--- src/rtl/decoder_node_clk.sv ---
// Clocked address-decode node for the NoC binary routing tree: captures one packet,
// announces its route on the select channel, then forwards it on Out0 or Out1.
module decoder_node_clk #(
   parameter int                   W         = 9,
   parameter int                   ADDR_LSB  = 5,
   parameter int                   ADDR_BITS = 4,
   parameter logic [ADDR_BITS-1:0] NODE_ADDR = 4'b1100,
   parameter logic [ADDR_BITS-1:0] NODE_MASK = 4'b1100,
   parameter bit                   LEAF      = 1'b1,
   parameter int                   CNT_W     = 16
) (
   input  logic             clk,
   input  logic             reset,
   input  logic [W-1:0]     in_data,
   input  logic             in_valid,
   output logic             in_ready,
   output logic             s_data,
   output logic             s_valid,
   input  logic             s_ready,
   output logic [W-1:0]     out0_data,
   output logic             out0_valid,
   input  logic             out0_ready,
   output logic [W-1:0]     out1_data,
   output logic             out1_valid,
   input  logic             out1_ready,
   input  logic             stat_clr,
   output logic [CNT_W-1:0] cnt0,
   output logic [CNT_W-1:0] cnt1,
   output logic             busy
);

   function automatic int lead_ones(input logic [ADDR_BITS-1:0] m);
      int  n;
      bit  done;
      n    = 0;
      done = 1'b0;
      for (int i = ADDR_BITS - 1; i >= 0; i--) begin
         if (!done && m[i]) n++;
         else               done = 1'b1;
      end
      return n;
   endfunction

   function automatic int count_ones(input logic [ADDR_BITS-1:0] m);
      int n;
      n = 0;
      for (int i = 0; i < ADDR_BITS; i++) n += int'(m[i]);
      return n;
   endfunction

   localparam int K        = lead_ones(NODE_MASK);
   localparam int TEST_BIT = (K < ADDR_BITS) ? (ADDR_BITS - 1 - K) : 0;

   generate
      if ((ADDR_LSB + ADDR_BITS > W) || (count_ones(NODE_MASK) != K)) begin : g_bad_param
         $error("decoder_node_clk: address field exceeds packet or NODE_MASK not prefix form");
      end
   endgenerate

   // Leaf: masked equality picks Out0; branch: first bit below the mask prefix picks the port.
   function automatic logic route_of(input logic [ADDR_BITS-1:0] a);
      if (LEAF)                return ((a & NODE_MASK) == NODE_ADDR) ? 1'b0 : 1'b1;
      else if (K < ADDR_BITS)  return a[TEST_BIT];
      else                     return 1'b1;
   endfunction

   function automatic logic [CNT_W-1:0] sat_inc(input logic [CNT_W-1:0] c);
      return (&c) ? c : c + {{(CNT_W-1){1'b0}}, 1'b1};
   endfunction

   typedef enum logic [1:0] {ST_IDLE, ST_SEL, ST_DATA} state_t;

   state_t                r_state;
   state_t                w_next;
   logic [W-1:0]          r_hold;
   logic                  r_route;
   logic [CNT_W-1:0]      r_cnt0;
   logic [CNT_W-1:0]      r_cnt1;
   logic                  w_capture;
   logic                  w_del0;
   logic                  w_del1;
   logic [ADDR_BITS-1:0]  w_addr;

   assign w_addr = in_data[ADDR_LSB +: ADDR_BITS];

   always_ff @(posedge clk or posedge reset) begin
      if (reset) r_state <= ST_IDLE;
      else       r_state <= w_next;
   end

   always_comb begin
      w_next     = r_state;
      in_ready   = 1'b0;
      s_valid    = 1'b0;
      out0_valid = 1'b0;
      out1_valid = 1'b0;
      w_capture  = 1'b0;
      w_del0     = 1'b0;
      w_del1     = 1'b0;
      case (r_state)
         ST_IDLE: begin
            in_ready = 1'b1;
            if (in_valid) begin
               w_capture = 1'b1;
               w_next    = ST_SEL;
            end
         end
         ST_SEL: begin
            s_valid = 1'b1;
            if (s_ready) w_next = ST_DATA;
         end
         ST_DATA: begin
            if (!r_route) begin
               out0_valid = 1'b1;
               w_del0     = out0_ready;
            end else begin
               out1_valid = 1'b1;
               w_del1     = out1_ready;
            end
            if (w_del0 || w_del1) w_next = ST_IDLE;
         end
         default: w_next = ST_IDLE;
      endcase
   end

   always_ff @(posedge clk or posedge reset) begin
      if (reset) begin
         r_hold  <= '0;
         r_route <= 1'b0;
      end else if (w_capture) begin
         r_hold  <= in_data;
         r_route <= route_of(w_addr);
      end
   end

   // Clear takes priority over a coincident delivery.
   always_ff @(posedge clk or posedge reset) begin
      if (reset) begin
         r_cnt0 <= '0;
         r_cnt1 <= '0;
      end else if (stat_clr) begin
         r_cnt0 <= '0;
         r_cnt1 <= '0;
      end else begin
         if (w_del0) r_cnt0 <= sat_inc(r_cnt0);
         if (w_del1) r_cnt1 <= sat_inc(r_cnt1);
      end
   end

   assign s_data    = r_route;
   assign out0_data = r_hold;
   assign out1_data = r_hold;
   assign cnt0      = r_cnt0;
   assign cnt1      = r_cnt1;
   assign busy      = (r_state != ST_IDLE);

endmodule

--- config.mk ---
export PLATFORM = sky130hd
export DESIGN_NAME = decoder_node_clk
export DESIGN_NICKNAME = d
export VERILOG_FILES = /design/src/rtl/decoder_node_clk.sv
export SDC_FILE = /design/constraint.sdc
export NUM_CORES = 1
export LEC_CHECK = 0
export BUFFER_PORTS_ARGS = -buffer_cell sky130_fd_sc_hd__buf_4
export CORE_UTILIZATION = 55
export CTS_CLUSTER_DIAMETER = 60
export CTS_CLUSTER_SIZE = 14
export DETAILED_ROUTE_END_ITERATION = 8
export HOLD_SLACK_MARGIN = 0.06
export PLACE_DENSITY = 0.85
export SLEW_MARGIN = 10
export SYNTH_ARGS = -nofsm -noshare
export SYNTH_HDL_FRONTEND = slang
export SYNTH_SLANG_ARGS = --single-unit
--- constraint.sdc ---
create_clock -name clk -period 4.5 [get_ports clk]
set_clock_uncertainty 0.15 [all_clocks]
set_input_delay 0.675 -clock clk [delete_from_list [all_inputs] [get_ports clk]]
set_output_delay 0.675 -clock clk [all_outputs]
set_load 0.01 [all_outputs]
==> run summary <==
EDFF count, synth: 0
Cell taking the most area after synthesis: dfrtp_1
Final Instance Area: 0.00302 sq mm
CTS Buf Count: 5
Total Neg Setup Slack: 0 ns
IR Drop Worst-Case VDD: 0.000352 V
Total GRT Usage: 26.0%
Critical path class: flop to flop
CTS max path bufs: 2
Largest net degree at the start of global routing: 45
Reg2reg end: cnt0[2]
CP endpoint: cnt0[2]
Least-Margin Pin Slew: 1.04 ns
First-pass GRT wire length: 9060 um
CTS sink cnt: 44
Worst path slowest cell: nor4b_2
Die ar.: 0.00468 sq mm
R2R cell count: 5
Post-Syn Nets: 267
Clk root buf: clkbuf_8
Cell Count, Final, Fillers Out: 360
H-tree levels: 2
Post-synth ARST share: 100%
# hold bufs at CTS: 0
Via density: 6.13
Worst reg2reg path startpoint: cnt0[0]
Tightest Hold Check Type: input port to asynchronous set/reset pin
LEAKAGE: 1.28 nW
Required time of the critical path: 4.57 ns
Main synth FF type: dfrtp_1
Initial antenna violation count: 0
Final period util: 52.8%
Clock-pin slew on the worst setup and hold paths: 0.08 ns
Vias in the first global route: 1983
Placed cells: 352
Crit path launch type: flop
WP data arrival: 2.45 ns
Final ANT Viol Nets: 0
Area contributors post-synth: dfrtp_1 45%, mux2_2 6.0%, or4_1 4.3%, a21oi_1 4.1%, o31ai_1 3.7%
Min cycle time layout: 2.37 ns
Clock insertion delay at the later pin of the skew report: 0.30 ns
Power per cell area: 384 mW/mm^2
Core area: 0.00412 sq mm
Placement Cell Area: 0.00292 sq mm
Mean post-synth cell area: 9.75 sq um
Relative slew slack: 30.6%
DR iter-0 viols: 175
Dpl hpwl: 3940 um
Area grow syn2layout: 24.3%
CP peak stage delay: 0.90 ns
Distinct cells, synth: 46
Mapped Cells: 249
I/O pin total: 72
RSZ-0062 raised after global routing: false
Hold Slack: 0.357 ns
DRC: 0
Seq/Total Area, Yosys: 45.4%
Most common cell in the synthesized netlist: dfrtp_1
Synth Register Bits: 44
Die height: 68.4 um
Layout cell share with drive strength beyond 1: 31.9%
Final core occ: 73.3%
Vias: 2208
Initial Util: 59.0%
Final Hold Fails: 0
Max Fclk: 421 MHz
Met3 wire len: 372 um
DRT Pass-1 Iters: 4
Status: complete, no violations
DIE WIDTH: 68.4 um
Port bufs: 71
Mapped Area: 0.00243 sq mm
GR Overflow Total: 0
Synth top area share: 45.4%
Final weighted congestion in routability-driven placement: 0.815
Cell row count: 23
Fin. max-slew vios: 0
CP Launch Point: cnt0[0]
Ant. Diodes: 0
CTS tree: yes
CP Cell Sequence: ha_1 > nand3_1 > nor4b_2 > o21ai_0 > a21oi_1
Routed wl met2: 2700 um
Post-synth top cells: 44 x dfrtp_1, 20 x a21oi_1, 17 x nand2_1, 14 x or4_1, 13 x mux2_2
Worst R2R Setup Slack: 2.13 ns
Number of nets in the layout: 327
Ys Warns: 0
Avg WL per Cell: 15.4 um
CP Max Fanout: 16
Post_cts resized: 0
Postcts setup bufs: 0
Top layer in use: met4
Number of max-cap violations: 0
Final WL: 5550 um
Final setup vio count: 0
Met1 Wirelength: 2410 um
Fillers: 325
Critical Path Sink Type: flop
==> worst min-delay path by stage <==
stage                 start      endpoint  cells past startpoint
3_3_place_gp        cnt1[4]       cnt1[4]                      1
2_1_floorplan    r_state[0]    r_state[1]                      1
3_5_place_dp   out0_data[2]  out0_data[2]                      1
4_1_cts               reset       cnt0[9]                      3
6_report              reset       cnt0[1]                      3
5_1_grt          in_data[7]        s_data                      2
==> routing by layer <==
metal	up-vias	global-route usage [%]
met5	-	0
li1	1057	-
met4	0	7.55
met3	7	6.83
met1	1070	32.9
met2	74	43.1
==> where the power goes <==
part / total (mW) / switching, mW / internal [mW]
clock: 0.263 / 0.138 / 0.125
sequential: 0.515 / 0.0631 / 0.452
combinational: 0.379 / 0.164 / 0.215
total: 1.16 / 0.365 / 0.792
==> cells in the final DEF (no fill, tap or decap), types with 2 or more instances in the layout <==
master     n
clkbuf_8   6
ha_1       2
nand2_1   17
nor2_1    12
o41ai_1    2
or4_1     14
a21oi_1   20
and4_1     3
mux2_2    13
o311ai_0   2
inv_1      9
dfrtp_1   44
and2_1     2
nand3_1    9
or3_1      9
nand4_1   11
nor4_1     5
o21ai_0    9
o211ai_1   2
nor2b_1    4
o31ai_1   12
a211oi_1   3
nor3_1     5
buf_4     72
==> worst max-delay path, delay by kind of cell (launching register included) <==
| family | cells | cell delay [ns] |
|---|---|---|
| and+or+nand+nor | 2 | 1.09 |
| DFF | 1 | 0.44 |
| AOI/OAI and AO/OA | 2 | 0.41 |
| adders and majority gates | 1 | 0.22 |
==> registers in the layout, summed over array words and instances (netlist names) <==
register,cells
s_data,1
cnt1,16
cnt0,16
out0_data,9
r_state,2
==> logic make-up (layout without fill, tap and decap cells) <==
logic type               count (synthesis)  count (layout)  synth area share [%]
XOR/XNOR                                 1               1                 0.361
AO/OA/AOI/OAI                           54              54                  14.2
AND/OR/NAND/NOR                        105             105                  26.3
multiplexers                            15              15                  6.91
adder cells (fa/ha/maj)                  2               2                  1.03
buffers and inverters                   28              89                  5.77
flip-flops                              44              44                  45.4
==> layout make-up <==
cell class | count | area (sq um) | share of cell area (%)
clock inverters | 1 | 7.51 | 0.249
well taps | 50 | 62.6 | 2.07
repair buffers | 72 | 541 | 17.9
multi-input cells | 177 | 1190 | 39.3
inverters | 9 | 33.8 | 1.12
clock buffers | 7 | 86.3 | 2.86
flip-flops and latches | 44 | 1100 | 36.5
==> metrics by stage <==
stage / total power [mW] / setup WS, ns
final: 1.16 / 2.13
after global routing: 1.22 / 1.80
after CTS: 1.17 / 2.13
after detailed placement: 0.904 / 1.89
after global placement: 0.896 / 2.00
after floorplan: 0.750 / 2.15
Power figures use the tool's default switching activity.
